## src/rtl/bus_drv_arbiter.sv

```systemverilog
// Round-robin owner of a shared 8-bit bus for four octal-driver sources: one-cycle grant latency, bounded hold.
// A waiting requester preempts the owner after MAX_HOLD cycles; dead TURN_CYC cycles separate owners.
module bus_drv_arbiter #(
    parameter int MAX_HOLD = 16,
    parameter int TURN_CYC = 1
) (
    input  logic        clk,
    input  logic        n_reset,
    input  logic [3:0]  req,
    input  logic [31:0] din,
    output logic [3:0]  n_g,
    output logic [3:0]  gnt,
    output logic [7:0]  bus_out,
    output logic        busy
);

    typedef enum logic [1:0] {IDLE, OWN, TURN} state_t;

    localparam logic [7:0] HOLD_MAX  = 8'(MAX_HOLD);
    localparam logic [7:0] HOLD_LAST = 8'(MAX_HOLD - 1);
    localparam logic [3:0] TURN_LAST = 4'(TURN_CYC - 1);

    state_t     state;
    logic [1:0] last_owner;
    logic [7:0] hold_cnt;
    logic [3:0] turn_cnt;

    logic [1:0] winner;
    logic [1:0] cand;
    logic [3:0] win_oh;
    logic [3:0] owner_oh;
    logic       others;
    logic       expired;
    logic       release_bus;

    // Scan from farthest to nearest so the closest set bit after last_owner wins;
    // offset 4 wraps to last_owner itself, giving the previous owner lowest priority.
    always_comb begin
        winner = last_owner;
        cand   = '0;
        for (int i = 4; i >= 1; i--) begin
            cand = last_owner + 2'(i);
            if (req[cand]) winner = cand;
        end
    end

    assign win_oh      = 4'b0001 << winner;
    assign owner_oh    = 4'b0001 << last_owner;
    assign others      = |(req & ~owner_oh);
    // The counter reads MAX_HOLD-1 during the owner's MAX_HOLD-th cycle, and saturates above it.
    assign expired     = (hold_cnt >= HOLD_LAST);
    assign release_bus = !req[last_owner] || (expired && others);

    always_ff @(posedge clk or negedge n_reset) begin
        if (!n_reset) begin
            state      <= IDLE;
            last_owner <= 2'd3;
            hold_cnt   <= '0;
            turn_cnt   <= '0;
            gnt        <= '0;
            n_g        <= '1;
            busy       <= 1'b0;
        end else begin
            case (state)
                IDLE: begin
                    if (|req) begin
                        state      <= OWN;
                        last_owner <= winner;
                        hold_cnt   <= '0;
                        gnt        <= win_oh;
                        n_g        <= ~win_oh;
                        busy       <= 1'b1;
                    end
                end
                OWN: begin
                    if (release_bus) begin
                        state    <= TURN;
                        turn_cnt <= '0;
                        gnt      <= '0;
                        n_g      <= '1;
                    end else if (hold_cnt != HOLD_MAX) begin
                        hold_cnt <= hold_cnt + 8'd1;
                    end
                end
                TURN: begin
                    if (turn_cnt == TURN_LAST) begin
                        if (|req) begin
                            state      <= OWN;
                            last_owner <= winner;
                            hold_cnt   <= '0;
                            gnt        <= win_oh;
                            n_g        <= ~win_oh;
                        end else begin
                            state <= IDLE;
                            busy  <= 1'b0;
                        end
                    end else begin
                        turn_cnt <= turn_cnt + 4'd1;
                    end
                end
                default: begin
                    state <= IDLE;
                    gnt   <= '0;
                    n_g   <= '1;
                    busy  <= 1'b0;
                end
            endcase
        end
    end

    // Unregistered so data from the granted source reaches the bus in the same cycle.
    always_comb begin
        case (gnt)
            4'b0001: bus_out = din[7:0];
            4'b0010: bus_out = din[15:8];
            4'b0100: bus_out = din[23:16];
            4'b1000: bus_out = din[31:24];
            default: bus_out = 8'hFF;
        endcase
    end

endmodule

```

## config.mk

```make
export PLATFORM = sky130hd
export DESIGN_NAME = bus_drv_arbiter
export DESIGN_NICKNAME = d
export VERILOG_FILES = /design/src/rtl/bus_drv_arbiter.sv
export SDC_FILE = /design/constraint.sdc
export NUM_CORES = 1
export LEC_CHECK = 0
export BUFFER_PORTS_ARGS = -buffer_cell sky130_fd_sc_hd__buf_4
export CAP_MARGIN = 20
export CELL_PAD_IN_SITES_DETAIL_PLACEMENT = 0
export CELL_PAD_IN_SITES_GLOBAL_PLACEMENT = 1
export CORE_MARGIN = 4
export CORE_UTILIZATION = 40
export DETAILED_ROUTE_END_ITERATION = 12
export PLACE_DENSITY_LB_ADDON = 0.1
export SYNTH_ARGS = -nofsm -noshare
export SYNTH_HDL_FRONTEND = slang
export SYNTH_SLANG_ARGS = --single-unit
```

## constraint.sdc

```tcl
create_clock -name clk -period 7.2 [get_ports clk]
set_clock_uncertainty 0.1 [all_clocks]
set_input_delay 1.08 -clock clk [delete_from_list [all_inputs] [get_ports clk]]
set_output_delay 1.08 -clock clk [all_outputs]
set_load 0.02 [all_outputs]
```

==> flow_summary_export.csv, run 1 <==
group,metric,value,unit
synth,avgSynthCellArea,8.790,sq um
pwr,leakagePower,1.048,nW
cts,cts_tree,"done",
synth,ys_ff_latch,25,
cts,cts.clk_slew.worst_paths,0.09,ns
global_routing,antenna_found_initial,0,
timing,setup_ws,3.782,ns
timing,worstMarginPinSlew,0.7207,ns
synth,netlist_instances,199,
cts,clockBufferDepth,2,
final_layout,area_growth,27.18,%
critical_path,start_kind,"flop",
final_layout,diodes,0,
placed_design,place_ws,4.013,ns
floorplanning,die_x,74.13,um
timing,hold_ws,0.3662,ns
routing,wl_per_cell,15.16,um
synth,async_reset_ff_share,100.0,%
floorplanning,core_area,4115,sq um
worst_hold_path,hp-class,"reg -> reg",
critical_path,worstPathRequired,6.02,ns
cts,cts.sinks,25,
timing,setup_viol,0,
synth,seq_area_frac_synth,36.19,%
placed_design,gp_congestion,0.8014,
floorplanning,io_pins,55,
synth,netlist_area,1749,sq um
timing,fin_crit,3.418,ns
outcome,run_status,"finished clean",
final_layout,postLayoutCoreUtil,54.06,%
critical_path,path_buf_inv,1,
synth,synthTopCellsByArea,"dfrtp_1 27%, dfstp_2 9.0%, ha_1 5.7%",
placed_design,hpwl,3526,um
cts,holdBufCountCts,0,
floorplanning,rows,23,
timing,fmax,292.6,MHz
global_routing,grt_pass1_wl,7652,um
cts,post_cts_buffers,0,
floorplanning,fp.dieH,74.13,um
pwr,finalPower,0.8694,mW
synth,netlist.top_cell.by_area,"dfrtp_1",
final_layout,layout.nets,295,
cts,cts_buffers,3,
cts,clock_latency,0.27,ns
synth,ys.flop_type,"dfrtp_1",
routing,wl,4517,um
global_routing,overflow,0,
synth,synth_edf_count,0,
synth,yosysTopAreaCellShare,27.18,%
timing,finalSetupTns,0,ns
floorplanning,dieArea,5495,sq um
synth,synth_cell_types,49,
routing,vias_per_cell,5.651,
critical_path,cp-end-kind,"output port",
pwr,ir_drop,0.1488,mV
global_routing,grt_pass1_vias,1609,
critical_path,arrival,2.24,ns
cts,cts-root-buf,"clkbuf_8",
routing,drt_iter0_drc,129,
routing,drc,0,
critical_path,path_class,"reg -> out",
cts,cts-resized-gates,0,
timing,rsz0062_at_grt,"no",
placed_design,port_buffers,54,
timing,slew_violations,0,
global_routing,grt_max_degree,26,
global_routing,grt.total_usage,17.32,%
synth,ys_warn_count,0,
critical_path,cpPeakStageDelay,0.72,ns
critical_path,critPathMaxFanout,12,
pwr,power_density,390.8,nW/um^2
final_layout,drive_gt1_share,27.82,%
timing,final_hold_viol_count,0,
synth,synthesis.nets,245,
job,cap_viol_max_count,0,
final_layout,final_common_cell,"buf_4",
critical_path,cp_top_family,"simple AND/OR/NAND/NOR gates",
floorplanning,start_util,42.51,%
routing,antenna_left,0,
final_layout,mostFrequentLayoutCells,"54 x buf_4, 19 x nand2_1, 19 x dfrtp_1",
critical_path,slowest_stage,"nor4b_2",
final_layout,fillers,402,
cts,htreeDepth,1,
routing,vias,1684,
critical_path,r2r_slack,4.70,ns
timing,finalCritPeriodShare,47.47,%
timing,relSlewSlack,51.82,%
routing,firstDrtPassIters,4,
critical_path,crit_chain,"nor4b_2 > o21bai_1 > o211ai_1 > buf_4",
==> cells by family (layout without fill, tap and decap cells) <==
kind of cell	count (synthesis)	count (layout)	synth area share [%]
AND/OR/NAND/NOR	71	71	21.32
AO/OA/AOI/OAI	66	66	27.32
flip-flops	25	25	36.19
buffers and inverters	21	70	4.721
adder cells (fa/ha/maj)	8	8	5.723
multiplexers	7	7	4.220
XOR/XNOR	1	1	0.5008
==> path summary, 6_finish.rpt <==
check / startpoint / endpoint / cells past startpoint
worst min register to register: n_g[3] / n_g[3] / 2
min in group asynchronous: n_reset / gnt[2] / 1
max in group asynchronous: n_reset / n_g[1] / 1
worst max-delay path: gnt[1] / bus_out[3] / 4
worst max register to register: turn_cnt[0] / gnt[3] / 7
worst min-delay path: n_g[3] / n_g[3] / 2
==> layer usage <==
metal | global-route usage [%] | part of all wire (%)
met5 | 0 | 0
met2 | 28.15 | 49
met1 | 23.81 | 46
met4 | 3.421 | 0.42
met3 | 3.784 | 5.0
==> flip-flops by register name, summed over array words and instances (netlist names) <==
| register | flops |
|---|---|
| gnt | 4 |
| n_g | 4 |
| turn_cnt | 4 |
| busy | 1 |
| state | 2 |
| hold_cnt | 8 |
| last_owner | 2 |
==> power by group <==
group,switching (mW),total (mW),leakage (nW),internal (mW)
logic,0.310,0.537,0.708,0.227
registers,0.0613,0.249,0.317,0.188
clock network,0.0443,0.0839,0.0228,0.0396
total,0.415,0.869,1.05,0.454
==> final cells by class <==
type                            count  area [sq um]  area share, %
Clock buffer                        4         45.04          2.025
Timing Repair Buffer               54         405.4          18.22
Inverter                           12         45.04          2.025
Multi-Input combinational cell    153          1033          46.46
Sequential cell                    25         633.1          28.46
Tap cell                           50         62.56          2.812
==> worst register-to-register path, delay by kind of cell (launching register included) <==
kind / cells / cell delay (ns)
flops: 1 / 0.41
fa+ha+maj: 1 / 0.15
compound gates: 3 / 1.04
buf+inv: 1 / 0.10
simple gates: 2 / 0.65
==> stage by stage <==
stage	instance area, sq um	instances
6_report	2225	298
5_1_grt	2225	298
4_1_cts	2225	298
3_5_place_dp	2180	294
3_3_place_gp	2180	294
2_1_floorplan	1749	199
==> cell usage after synthesis (4+ instances only) <==
library cell	instances
mux2i_1	4
a22o_1	7
o31ai_1	4
a21o_1	4
nand2b_1	5
nand4_1	4
inv_1	12
dfstp_2	6
ha_1	8
nor2_1	15
dfrtp_1	19
clkbuf_1	6
nor2b_1	6
a22oi_1	4
a222oi_1	6
a21oi_1	14
o21ai_0	6
nand2_1	19
Power figures use the tool's default switching activity.
==> run 2: changes to the inputs <==
CORE_UTILIZATION = 37   (was 40)
clock period = 3.5 ns   (was 7.2 ns; I/O delays follow)
==> flow_summary_export.csv, run 2 (same netlist as run 1, synthesis figures left out) <==
group,metric,value,unit
outcome,run_status,"finished clean",
cts,post_cts_buffers,0,
critical_path,start_kind,"flop",
critical_path,path_class,"reg -> out",
pwr,leakagePower,1.052,nW
final_layout,diodes,0,
cts,clockBufferDepth,2,
timing,slew_violations,0,
cts,cts.sinks,25,
timing,rsz0062_at_grt,"no",
critical_path,arrival,2.09,ns
global_routing,grt.total_usage,14.85,%
global_routing,grt_pass1_vias,1581,
placed_design,place_area,2190,sq um
routing,wl,4362,um
pwr,power_density,796.9,nW/um^2
routing,drc,0,
pwr,finalPower,1.784,mW
floorplanning,die_x,76.76,um
critical_path,crit_chain,"nor2b_1 > nor3b_1 > a222oi_1 > nand2_1 > buf_4",
final_layout,postLayoutCellArea,2238,sq um
cts,cts_tree,"done",
cts,cts-root-buf,"clkbuf_8",
cts,htreeDepth,1,
critical_path,worstPathRequired,2.87,ns
timing,fin_crit,2.719,ns
timing,setup_viol,0,
global_routing,grt_max_degree,26,
final_layout,stdcell_count,301,
critical_path,cp-end-kind,"output port",
timing,finalSetupTns,0,ns
routing,firstDrtPassIters,4,
cts,cts_buffers,3,
floorplanning,fp.dieH,76.76,um
floorplanning,core_area,4474,sq um
cts,cts.clk_slew.worst_paths,0.09,ns
job,cap_viol_max_count,0,
final_layout,final_common_cell,"buf_4",
final_layout,largest_register_ffs,8,
timing,relSlewSlack,53.20,%
routing,vias,1681,
final_layout,max_flop_register,"hold_cnt",
final_layout,drive_gt1_share,28.51,%
critical_path,cpPeakStageDelay,0.62,ns
cts,clock_latency,0.27,ns
timing,fmax,367.8,MHz
placed_design,hpwl,3373,um
placed_design,port_buffers,54,
global_routing,antenna_found_initial,0,
placed_design,post-place-cells,297,
final_layout,layout.nets,296,
floorplanning,start_util,39.09,%
floorplanning,dieArea,5891,sq um
global_routing,grt_pass1_wl,7348,um
final_layout,mostFrequentLayoutCells,"55 x buf_4, 19 x nand2_1, 19 x dfrtp_1",
critical_path,critPathMaxFanout,8,
global_routing,overflow,0,
floorplanning,rows,24,
worst_hold_path,hp-class,"in -> async",
pwr,ir_drop,0.2978,mV
timing,finalCritPeriodShare,77.68,%
timing,worstMarginPinSlew,0.7005,ns
routing,antenna_left,0,
timing,setup_ws,0.7812,ns
routing,wl_per_cell,14.49,um
routing,drt_iter0_drc,138,
cts,cts-resized-gates,0,
placed_design,gp_congestion,0.7827,
cts,holdBufCountCts,0,
critical_path,r2r_cells,7,
critical_path,slowest_stage,"nor3b_1",
final_layout,area_growth,27.97,%
placed_design,place_ws,1.047,ns
floorplanning,io_pins,55,
routing,vias_per_cell,5.585,
timing,final_hold_viol_count,0,
[run 2: changes by cell type in the layout (fill, tap and decap cells not counted), sizes merged]
cell and change:
clkinvlp +1, clkbuf -1, buf +1
[run 2: power breakdown]
part | total (mW) | switching, mW | internal (mW)
clock | 0.172 | 0.0914 | 0.0806
sequential | 0.511 | 0.126 | 0.385
combinational | 1.10 | 0.632 | 0.469
total | 1.78 | 0.848 | 0.935
[run 2: final timing paths]
kind / from / end / slack (ns)
max in group asynchronous: n_reset / last_owner[0] / 2.95
setup reg to reg: turn_cnt[0] / gnt[3] / 1.01
hold / removal: n_reset / hold_cnt[4] / 0.05
setup / recovery: gnt[2] / bus_out[4] / 0.78
min in group clk: n_g[1] / n_g[1] / 0.36
hold reg to reg: n_g[1] / n_g[1] / 0.36
[run 2: stage by stage]
step                hold slack [ns]  utilization [%]
global placement             0.3492            48.94
CTS                         0.04917            50.03
floorplan                    0.1294                -
global route                0.05177            50.03
detailed placement           0.3529            48.94
finish                      0.04503            50.03
[run 2: area by class of cell]
| cell class | count | area (sq um) |
|---|---|---|
| clock inverter | 1 | 7.507 |
| sequential | 25 | 633.1 |
| tap | 52 | 65.06 |
| multi-input combinational | 153 | 1033 |
| clock buffer | 3 | 41.29 |
| timing repair buffer | 55 | 412.9 |
| fill | 450 | 2236 |
| inverter | 12 | 45.04 |
[run 2: layer usage]
layer	track usage [%]	up-vias	wire length (um)
met5	0	-	0
met4	3.986	0	51
met3	3.513	4	191
met2	24.56	29	2099
met1	19.32	798	2019
li1	-	850	-
[run 2: worst max-delay path: cells and delay by family, from the launching register on]
family	cells	cell delay [ns]
AOI/OAI and AO/OA	1	0.15
buffers and inverters	1	0.14
DFF	1	0.50
and+or+nand+nor	3	1.03
